File: src/rtl/dlfloat_pkg.sv
// Shared DLFloat16 constants, link FSM encoding and operand-pair struct for the MAC host link.
// Pure declarations: no latency and no flow control of its own.
package dlfloat_pkg;

  localparam int DLF_W    = 16;
  localparam int EXP_W    = 6;
  localparam int MAN_W    = 9;
  localparam int EXP_BIAS = 31;

  localparam logic [DLF_W-1:0] DLF_NAN  = 16'hFFFF;
  localparam logic [DLF_W-1:0] DLF_ZERO = 16'h0000;
  localparam logic [DLF_W-1:0] DLF_ONE  = {1'b0, EXP_W'(EXP_BIAS), MAN_W'(0)};

  // Wait counter must hold WAIT_CYC-1 for the largest legal WAIT_CYC (63).
  localparam int CNT_W = 6;

  typedef enum logic [2:0] {
    ST_IDLE,
    ST_SEND_A,
    ST_SEND_B,
    ST_WAIT,
    ST_CAP_LO,
    ST_CAP_HI,
    ST_RESP
  } link_state_e;

  typedef struct packed {
    logic [DLF_W-1:0] a;
    logic [DLF_W-1:0] b;
  } dlf_pair_t;

  function automatic logic [DLF_W-1:0] dlf_join(input logic [7:0] hi, input logic [7:0] lo);
    return {hi, lo};
  endfunction

  function automatic logic dlf_is_nan(input logic [DLF_W-1:0] x);
    return x == DLF_NAN;
  endfunction

endpackage

File: src/rtl/dlfloat_mac_host_link_if.sv
// Request / response / pin bundle between the host harness (master) and the MAC link controller (slave).
// Wires only: no latency; request and response use valid/ready, pins are free-running.
interface dlfloat_mac_host_link_if;
  import dlfloat_pkg::*;

  logic             req_valid;
  logic             req_ready;
  logic [DLF_W-1:0] req_a;
  logic [DLF_W-1:0] req_b;

  logic [DLF_W-1:0] pin_data;
  logic [7:0]       pin_byte;

  logic             rsp_valid;
  logic             rsp_ready;
  logic [DLF_W-1:0] rsp_data;

  logic             phase;

  modport master (
    output req_valid, req_a, req_b, rsp_ready, pin_byte,
    input  req_ready, pin_data, rsp_valid, rsp_data, phase
  );

  modport slave (
    input  req_valid, req_a, req_b, rsp_ready, pin_byte,
    output req_ready, pin_data, rsp_valid, rsp_data, phase
  );

endinterface

File: src/rtl/byte_deser.sv
// Phase-qualified capture of the MAC's low (phase 1) and high (phase 0) result bytes.
// One-cycle capture per byte; done pulses the cycle after the high byte lands; no backpressure.
module byte_deser
  import dlfloat_pkg::*;
(
  input  logic             clk,
  input  logic             rst,
  input  logic             phase,
  input  logic             lo_en,
  input  logic             hi_en,
  input  logic [7:0]       pin_byte,
  output logic [DLF_W-1:0] word,
  output logic             done
);

  logic [7:0] lo_q, lo_d;
  logic [7:0] hi_q, hi_d;
  logic       done_q, done_d;

  // Enables are additionally gated by phase so a mistimed strobe cannot grab the wrong byte.
  always_comb begin
    lo_d   = lo_q;
    hi_d   = hi_q;
    done_d = 1'b0;
    if (lo_en && phase) begin
      lo_d = pin_byte;
    end
    if (hi_en && !phase) begin
      hi_d   = pin_byte;
      done_d = 1'b1;
    end
  end

  always_ff @(posedge clk) begin
    if (rst) begin
      lo_q   <= 8'h00;
      hi_q   <= 8'h00;
      done_q <= 1'b0;
    end else begin
      lo_q   <= lo_d;
      hi_q   <= hi_d;
      done_q <= done_d;
    end
  end

  assign word = dlf_join(hi_q, lo_q);
  assign done = done_q;

endmodule

File: src/rtl/dlfloat_mac_host_link.sv
// Host-side link: serialises one (a,b) pair onto the MAC pins in A/B phase order and returns the 16-bit result.
// Accept-to-rsp_valid = WAIT_CYC+5 (+1 when WAIT_CYC is odd); one transaction in flight, RESP holds until rsp_ready.
module dlfloat_mac_host_link
  import dlfloat_pkg::*;
#(
  parameter int WAIT_CYC = 6
) (
  input  logic                   clk,
  input  logic                   rst,
  dlfloat_mac_host_link_if.slave link
);

  link_state_e       state_q, state_d;
  logic              phase_q, phase_d;
  dlf_pair_t         pair_q, pair_d;
  logic [CNT_W-1:0]  cnt_q, cnt_d;

  logic              lo_en;
  logic              hi_en;
  logic              deser_done;
  logic [DLF_W-1:0]  deser_word;

  always_ff @(posedge clk) begin
    if (rst) begin
      state_q <= ST_IDLE;
      phase_q <= 1'b0;
      pair_q  <= '0;
      cnt_q   <= '0;
    end else begin
      state_q <= state_d;
      phase_q <= phase_d;
      pair_q  <= pair_d;
      cnt_q   <= cnt_d;
    end
  end

  // The phase free-runs so it stays locked to the MAC's own wrappers, which share our reset.
  always_comb begin
    state_d = state_q;
    phase_d = ~phase_q;
    pair_d  = pair_q;
    cnt_d   = cnt_q;
    unique case (state_q)
      ST_IDLE: begin
        if (link.req_valid && phase_q) begin
          pair_d  = '{a: link.req_a, b: link.req_b};
          state_d = ST_SEND_A;
        end
      end
      ST_SEND_A: state_d = ST_SEND_B;
      ST_SEND_B: begin
        cnt_d   = CNT_W'(WAIT_CYC - 1);
        state_d = ST_WAIT;
      end
      ST_WAIT: begin
        // The low byte is sampled on the edge leaving the last phase-1 WAIT cycle.
        if (cnt_q != '0) begin
          cnt_d = cnt_q - CNT_W'(1);
        end else if (phase_q) begin
          state_d = ST_CAP_LO;
        end
      end
      ST_CAP_LO: state_d = ST_CAP_HI;
      ST_CAP_HI: state_d = deser_done ? ST_RESP : ST_IDLE;
      ST_RESP: begin
        if (link.rsp_ready) begin
          state_d = ST_IDLE;
        end
      end
      default: state_d = ST_IDLE;
    endcase
  end

  always_comb begin
    link.req_ready = (state_q == ST_IDLE) && phase_q;
    link.rsp_valid = (state_q == ST_RESP);
    link.rsp_data  = (state_q == ST_RESP) ? deser_word : DLF_ZERO;
    link.phase     = phase_q;
    lo_en          = (state_q == ST_WAIT) && (cnt_q == '0) && phase_q;
    hi_en          = (state_q == ST_CAP_LO);
    unique case (state_q)
      ST_SEND_A: link.pin_data = pair_q.a;
      ST_SEND_B: link.pin_data = pair_q.b;
      default:   link.pin_data = DLF_ZERO;
    endcase
  end

  byte_deser u_deser (
    .clk      (clk),
    .rst      (rst),
    .phase    (phase_q),
    .lo_en    (lo_en),
    .hi_en    (hi_en),
    .pin_byte (link.pin_byte),
    .word     (deser_word),
    .done     (deser_done)
  );

endmodule

File: src/flat_wrapper.sv
// flat-port wrapper written by rule: the top's interface ports become plain ports
module dlfloat_mac_host_link_flat import dlfloat_pkg::*;
#(
  parameter int WAIT_CYC = 6
)
  (clk, rst, link_req_valid, link_req_a, link_req_b, link_rsp_ready, link_pin_byte, link_req_ready, link_pin_data, link_rsp_valid, link_rsp_data, link_phase);
  dlfloat_mac_host_link_if link_i ();
  input  logic clk;
  input  logic rst;
  input wire logic [$bits(link_i.req_valid)-1:0] link_req_valid;
  input wire logic [$bits(link_i.req_a)-1:0] link_req_a;
  input wire logic [$bits(link_i.req_b)-1:0] link_req_b;
  input wire logic [$bits(link_i.rsp_ready)-1:0] link_rsp_ready;
  input wire logic [$bits(link_i.pin_byte)-1:0] link_pin_byte;
  output wire logic [$bits(link_i.req_ready)-1:0] link_req_ready;
  output wire logic [$bits(link_i.pin_data)-1:0] link_pin_data;
  output wire logic [$bits(link_i.rsp_valid)-1:0] link_rsp_valid;
  output wire logic [$bits(link_i.rsp_data)-1:0] link_rsp_data;
  output wire logic [$bits(link_i.phase)-1:0] link_phase;
  assign link_i.req_valid = link_req_valid;
  assign link_i.req_a = link_req_a;
  assign link_i.req_b = link_req_b;
  assign link_i.rsp_ready = link_rsp_ready;
  assign link_i.pin_byte = link_pin_byte;
  assign link_req_ready = link_i.req_ready;
  assign link_pin_data = link_i.pin_data;
  assign link_rsp_valid = link_i.rsp_valid;
  assign link_rsp_data = link_i.rsp_data;
  assign link_phase = link_i.phase;
  dlfloat_mac_host_link #(.WAIT_CYC(WAIT_CYC)) u_core (.clk(clk), .rst(rst), .link(link_i));
endmodule
File: config.mk
export PLATFORM = sky130hd
export DESIGN_NAME = dlfloat_mac_host_link_flat
export DESIGN_NICKNAME = d
export VERILOG_FILES = /design/src/rtl/dlfloat_pkg.sv /design/src/rtl/dlfloat_mac_host_link_if.sv /design/src/rtl/byte_deser.sv /design/src/rtl/dlfloat_mac_host_link.sv /design/src/flat_wrapper.sv
export SDC_FILE = /design/constraint.sdc
export NUM_CORES = 1
export LEC_CHECK = 0
export CAP_MARGIN = 20
export CORE_MARGIN = 2
export CORE_UTILIZATION = 45
export CTS_BUF_LIST = sky130_fd_sc_hd__clkbuf_4 sky130_fd_sc_hd__clkbuf_8 sky130_fd_sc_hd__clkbuf_16
export DETAILED_ROUTE_END_ITERATION = 7
export PLACE_DENSITY = 0.77
export SYNTH_ARGS = -nofsm -noshare
export SYNTH_HDL_FRONTEND = slang
export SYNTH_HIERARCHICAL = 1
export SYNTH_SLANG_ARGS = --single-unit
File: constraint.sdc
create_clock -name clk -period 6.3 [get_ports clk]
set_clock_uncertainty 0.1 [all_clocks]
set_input_delay 1.89 -clock clk [delete_from_list [all_inputs] [get_ports clk]]
set_output_delay 1.89 -clock clk [all_outputs]
set_load 0.01 [all_outputs]
; After elaboration in Yosys (flattened, before gate mapping)
; Cells that the tools add are included.
[op_classes]
mux = 11
n_bitwise = 1
n_addsub = 1
eq_ne = 11
n_reduce_logical = 14
[ops]
columns = cell, count
row1 = $pmux W16 S2, 1
row2 = $pmux W3 S7, 1
row3 = $mux W16, 1
row4 = $mux W3, 5
row5 = $pmux W6 S2, 1
row6 = $eq A3 B3 Y1 const B, 3
row7 = $eq A3 B2 Y1 const B, 2
row8 = $logic_and A1 B1 Y1, 6
row9 = $logic_not A6 Y1, 1
row10 = $mux W6, 1
row11 = $ne A2 B1 Y1 const B, 3
row12 = $reduce_bool A6 Y1, 1
row13 = $sub A6 B1 Y6 const B, 1
row14 = $ne A2 B2 Y1 const B, 2
row15 = $reduce_and A2 Y1, 2
row16 = $reduce_and A4 Y1, 1
row17 = $eq A3 B1 Y1 const B, 1
row18 = $logic_not A3 Y1, 1
row19 = $reduce_bool A2 Y1, 1
row20 = $logic_not A1 Y1, 1
row21 = $mux W1, 1
row22 = $not A1 Y1, 1
[word_totals]
register_bits = 59
input_bits = 44
output_inout_bits = 35

; Logic depth before layout (Yosys ltp)
[logic_depth]
depth_word = 4
depth_mapped = 7

; Hierarchy
; The synthesis kept the hierarchy.
[modules_own_cells]
columns = mod, seq_area_each_um2, cells_per_inst, n_inst, area_each_um2
row1 = dlfloat_mac_host_link, 840.8, 246, 1, 1931.9
row2 = byte_deser, 340.3, 66, 1, 770.7

; Worst setup path after synthesis
; Ideal clock, no wire load.
[synth_timing]
path_type = register to output
start = register u_core.state_q[1]
end = output link_rsp_data[10]
path_stages_with_launch = 6
t_arrival_ps = 1477
required_ps = 4310
path_buffers = 2
setup_slack_ps = 2833
path_cell_list = dfxtp_1 > buf_2 > inv_1 > nor3b_1 > clkbuf_1 > and2_1
[synth_via]
elab_chain_cells = 2
[synth_rtl]
columns = item, line_no
row1 = start: declaration, dlfloat_mac_host_link.sv:13  ; link_state_e state_q, state_d;
row2 = start signal: assignment, dlfloat_mac_host_link.sv:30  ; state_q <= state_d;
row3 = $eq A3 B3 Y1, n/a
row4 = net link_rsp_valid, flat_wrapper.sv:17  ; output wire logic [$bits(link_i.rsp_valid)-1:0] link_rsp_valid;
row5 = $mux W16, dlfloat_mac_host_link.sv:77  ; link.rsp_data = (state_q == ST_RESP) ? deser_word : DLF_ZERO;
row6 = end: declaration, flat_wrapper.sv:18  ; output wire logic [$bits(link_i.rsp_data)-1:0] link_rsp_data;
; The timed path passes the listed nets, and every way through them passes these cells.

; Worst setup path in the final report
[layout_timing]
start = register u_core.state_q[0]
end = output link_pin_data[8]
[layout_via]
elab_chain_cells = 2
word_cells_on_any_way = 3
classes_between = 2 x eq/ne / 1 x mux
[layout_rtl]
columns = item, line_no
row1 = $eq A3 B2 Y1 or $eq A3 B1 Y1 (tied branches), dlfloat_mac_host_link.sv:81  ; unique case (state_q)
row2 = $pmux W16 S2 (*), dlfloat_mac_host_link.sv:81
row3 = end: declaration, flat_wrapper.sv:16  ; output wire logic [$bits(link_i.pin_data)-1:0] link_pin_data;
; Mark *: on every way between the ends. The rest lies on a longest branch, timed or not.

==> impl_table.tex <==
\begin{tabular}{lr}
\hline
Metric & Value \\
\hline
\multicolumn{2}{l}{\textbf{Run status}} \\
Status & finished, final reports clean \\
\multicolumn{2}{l}{\textbf{Timing}} \\
Tightest slew margin relative to the limit & about 30\% \\
Least-Margin Pin Slew & 1.04 ns \\
Number of endpoints with negative hold slack in the final report & 0 \\
Final slew viol count & 0 \\
Endpoints failing setup & 0 \\
Period minus WS final & between 4 and 5 ns \\
Total negative setup slack & 0 ns \\
Top achievable clock speed & 217 MHz \\
RSZ-0062 raised after global routing & no \\
Share of the clock period used by the worst path & about three quarters \\
\multicolumn{2}{l}{\textbf{Synth}} \\
Number of storage elements in the synthesis netlist & 59 \\
Synthesis Warnings & 6 \\
Register area share after synthesis & between 40\% and 50\% \\
Synth cell types & 38 \\
Post-Synthesis Mean Instance Area & slightly below 9 um2 \\
Netlist area before placement & roughly 2700 um2 \\
Synth top area share & 43.7\% \\
Largest cells by area after synthesis & sky130\_fd\_sc\_hd\_\_dfxtp\_1 (44\%), sky130\_fd\_sc\_hd\_\_nand2\_1 (9.6\%), sky130\_fd\_sc\_hd\_\_a21oi\_1 (6.5\%) \\
Number of enable flip-flop cells after synthesis & 0 \\
Most frequent cells after synthesis & sky130\_fd\_sc\_hd\_\_nand2\_1 (69), sky130\_fd\_sc\_hd\_\_dfxtp\_1 (59), sky130\_fd\_sc\_hd\_\_a21oi\_1 (35) \\
Main flop type after synthesis & sky130\_fd\_sc\_hd\_\_dfxtp\_1 \\
Most area-hungry cell type in the Yosys netlist & sky130\_fd\_sc\_hd\_\_dfxtp\_1 \\
Post-Syn Nets & approximately 360 \\
Fraction of synthesis flops using an asynchronous set or reset pin & 0\% \\
Number of instances in the synthesized netlist & 312 \\
Most frequent cell after synthesis & sky130\_fd\_sc\_hd\_\_nand2\_1 \\
\multicolumn{2}{l}{\textbf{Critical path}} \\
Startpoint kind of the worst setup timing path & register \\
Register-to-Register Path Depth & 4 \\
CP Buf/Inv Count & 1 \\
Worst reg2reg path endpoint & u\_core/cnt\_q[5]\$\_SDFFE\_PP0P\_ \\
Slack of the worst reg-to-reg path & around 4.2 ns \\
Cell family with the largest share of critical-path delay & simple AND/OR/NAND/NOR gates \\
Worst path required time & 4.31 ns \\
CP Data Arrival Time & around 2.6 ns \\
Slowest cell on the critical path & sky130\_fd\_sc\_hd\_\_nor3b\_2 \\
CP Max Fanout & 16 \\
Critical Path Sink & link\_pin\_data[8] \\
Startpoint of the lowest-slack register-to-register path & u\_core/state\_q[0]\$\_SDFFE\_PP0P\_ \\
Kind of capture point of the worst setup path & output port \\
Chain of cells forming the critical path & nor3b\_2 -> a22o\_1 -> clkdlybuf4s50\_1 \\
Launching element of the worst setup path & u\_core/state\_q[0]\$\_SDFFE\_PP0P\_ \\
Delay of the slowest critical-path stage & slightly above 0.9 ns \\
Worst setup path class & register to output port \\
Crit path depth & 3 \\
\multicolumn{2}{l}{\textbf{Drt}} \\
Length of routed wiring on met1 & between 2000 and 3000 um \\
Wire length on met3 & 287 um \\
Length of routed met2 wiring & 3100 um \\
Via count & about 2400 \\
Antenna Violating Nets Remaining & 0 \\
Initial detailed-routing violation count & 148 \\
Topmost layer with routed signal wires & met4 \\
Number of detailed-routing iterations run before antenna repair & 4 \\
Vias per inst & a little over 5 \\
Routed wire per std cell & between 10 and 15 um \\
Final routed DRC violation total & 0 \\
Routed WL & $\sim$6300 um \\
\multicolumn{2}{l}{\textbf{Run}} \\
Max-cap check violation count & 0 \\
\multicolumn{2}{l}{\textbf{Cells and area}} \\
Sequential cell area in the final layout & 1180 um2 \\
Antenna diode count & 0 \\
Total area of multi-input combinational cells & 1390 um2 \\
Net count of the finished layout & 430 \\
Share of cells above drive strength 1 & 9.04\% \\
Area growth syn-to-layout & 37.4\% \\
Count of filler cells inserted in the layout & slightly above 500 \\
\multicolumn{2}{l}{\textbf{Power and ir drop}} \\
P\_leak & 1.39 nW \\
Largest voltage drop on the vdd net & 157 uV \\
Power, Total & approximately 1.0 mW \\
Power per cell area & around 280 nW/um2 \\
\multicolumn{2}{l}{\textbf{CTS}} \\
Clock latency of the later-clocked register in the worst-skew pair & roughly 0.33 ns \\
H-tree lvl count & 3 \\
CTS hold repair buffers & 0 \\
Root buf cell & sky130\_fd\_sc\_hd\_\_clkbuf\_8 \\
Register clock-pin slew on the reported worst setup and hold paths & about 0.060 ns \\
Setup Fix Bufs, Post-CTS & 0 \\
TritonCTS clock tree & yes \\
Post-cts resize count & 0 \\
Buffer levels on the longest clock path & 2 \\
Number of sinks on the clock net & 59 \\
CTS Buf Count & 9 \\
\multicolumn{2}{l}{\textbf{Place}} \\
Count of buffers inserted at the top-level ports & between 70 and 80 \\
Detail Placement HPWL & around 4300 um \\
Weighted congestion at the end of routability-driven global placement & $\sim$0.77 \\
\multicolumn{2}{l}{\textbf{Global routing}} \\
Wire length of the first global-routing pass & approximately 10000 um \\
Via count of the first global-routing pass & between 2000 and 2500 \\
Combined global-route utilization of all metal layers & 19.7\% \\
Antenna violations before repair & 0 \\
Maximum number of pins on one net before global-route repair & 67 \\
GRT overflow & 0 \\
\multicolumn{2}{l}{\textbf{Floorplan}} \\
Die Area & roughly 6600 um2 \\
Count of boundary I/O pins & 79 \\
Placeable core region & 5850 um2 \\
Chip height & about 80 um \\
Horizontal die dimension & between 80 and 90 um \\
Initial Util & a little under half \\
Site Rows & 28 \\
\multicolumn{2}{l}{\textbf{Worst hold path}} \\
Class of the worst hold path & register to register \\
\hline
\end{tabular}
state kept, by name (all words and copies together), names as in the netlist:
| register | count |
|---|---|
| u_core/pair_q | 32 |
| u_core/u_deser/done | 1 |
| u_core/cnt_q | 6 |
| u_core/link.phase | 1 |
| u_core/state_q | 3 |
| u_core/u_deser/hi_q | 8 |
| u_core/u_deser/lo_q | 8 |
per-layer routing:
| layer | vias up | GRT usage [%] |
|---|---|---|
| li1 | 1199 | - |
| met1 | 1116 | 24.5 |
| met2 | 52 | 32.5 |
| met3 | 4 | 4.51 |
| met4 | 0 | 9.15 |
| met5 | - | 0 |
logic make-up after synthesis:
logic type | after synthesis | share of synthesized area [%]
buf+inv | 27 | 5.14
compound gates | 66 | 16.4
fa+ha+maj | 2 | 0.926
simple gates | 139 | 26.9
mux | 16 | 5.93
flops | 59 | 43.7
xor+xnor | 3 | 0.972
cell type report:
class / instances / area share (%)
Clock buffer: 11 / 3.91
Multi-Input combinational cell: 226 / 37.5
Clock inverter: 3 / 1.08
Inverter: 5 / 0.506
Tap cell: 75 / 2.53
Sequential cell: 59 / 31.8
Timing Repair Buffer: 83 / 22.6
power by group:
| part | internal (mW) | leakage, nW | switching [mW] | total, mW |
|---|---|---|---|---|
| registers | 0.413 | 0.479 | 0.0416 | 0.455 |
| logic | 0.124 | 0.810 | 0.139 | 0.263 |
| clock network | 0.192 | 0.0985 | 0.139 | 0.331 |
| total | 0.729 | 1.39 | 0.319 | 1.05 |
tightest hold or removal path, delay by kind of cell, from the launching register on:
kind	cells	cell delay [ns]
AO/OA/AOI/OAI	1	0.05
AND/OR/NAND/NOR	1	0.05
flip-flops	1	0.31
through the flow:
step                      hold WS (ns)  cells  setup slack, ns  utilization (%)  instance area [um2]
after floorplan                  0.336    312             2.83                -                 2700
after global placement           0.346    445             2.09             59.4                 3480
after detailed placement         0.350    446             1.99             59.7                 3490
after CTS                        0.359    460             1.69             62.9                 3680
after global routing             0.380    462             1.55             63.5                 3710
final                            0.356    462             1.69             63.5                 3710
worst min path at each step:
stage	depth (start not counted)	to	start	slack (ns)
floorplan	2	u_core/pair_q[0]$_SDFFE_PP0P_	u_core/pair_q[0]$_SDFFE_PP0P_	0.34
global placement	2	u_core/pair_q[19]$_SDFFE_PP0P_	u_core/pair_q[19]$_SDFFE_PP0P_	0.35
detailed placement	2	u_core/pair_q[11]$_SDFFE_PP0P_	u_core/pair_q[11]$_SDFFE_PP0P_	0.35
CTS	2	u_core/pair_q[11]$_SDFFE_PP0P_	u_core/pair_q[11]$_SDFFE_PP0P_	0.36
global route	2	u_core/pair_q[19]$_SDFFE_PP0P_	u_core/pair_q[19]$_SDFFE_PP0P_	0.38
finish	2	u_core/pair_q[11]$_SDFFE_PP0P_	u_core/pair_q[11]$_SDFFE_PP0P_	0.36
placed cells by master (no fill, tap or decap), types with 4 or more instances in the layout:
cell type / count
sky130_fd_sc_hd__dfxtp_1: 59
sky130_fd_sc_hd__nand2b_4: 4
sky130_fd_sc_hd__nand2b_1: 17
sky130_fd_sc_hd__nand2_1: 69
sky130_fd_sc_hd__nor3_1: 5
sky130_fd_sc_hd__mux2i_1: 16
sky130_fd_sc_hd__clkdlybuf4s50_1: 77
sky130_fd_sc_hd__and2_1: 17
sky130_fd_sc_hd__a21oi_1: 35
sky130_fd_sc_hd__a22o_1: 16
sky130_fd_sc_hd__nand2b_2: 5
sky130_fd_sc_hd__inv_1: 5
sky130_fd_sc_hd__clkbuf_8: 10
sky130_fd_sc_hd__nor2_1: 6
(Power assumes the default switching activity.)
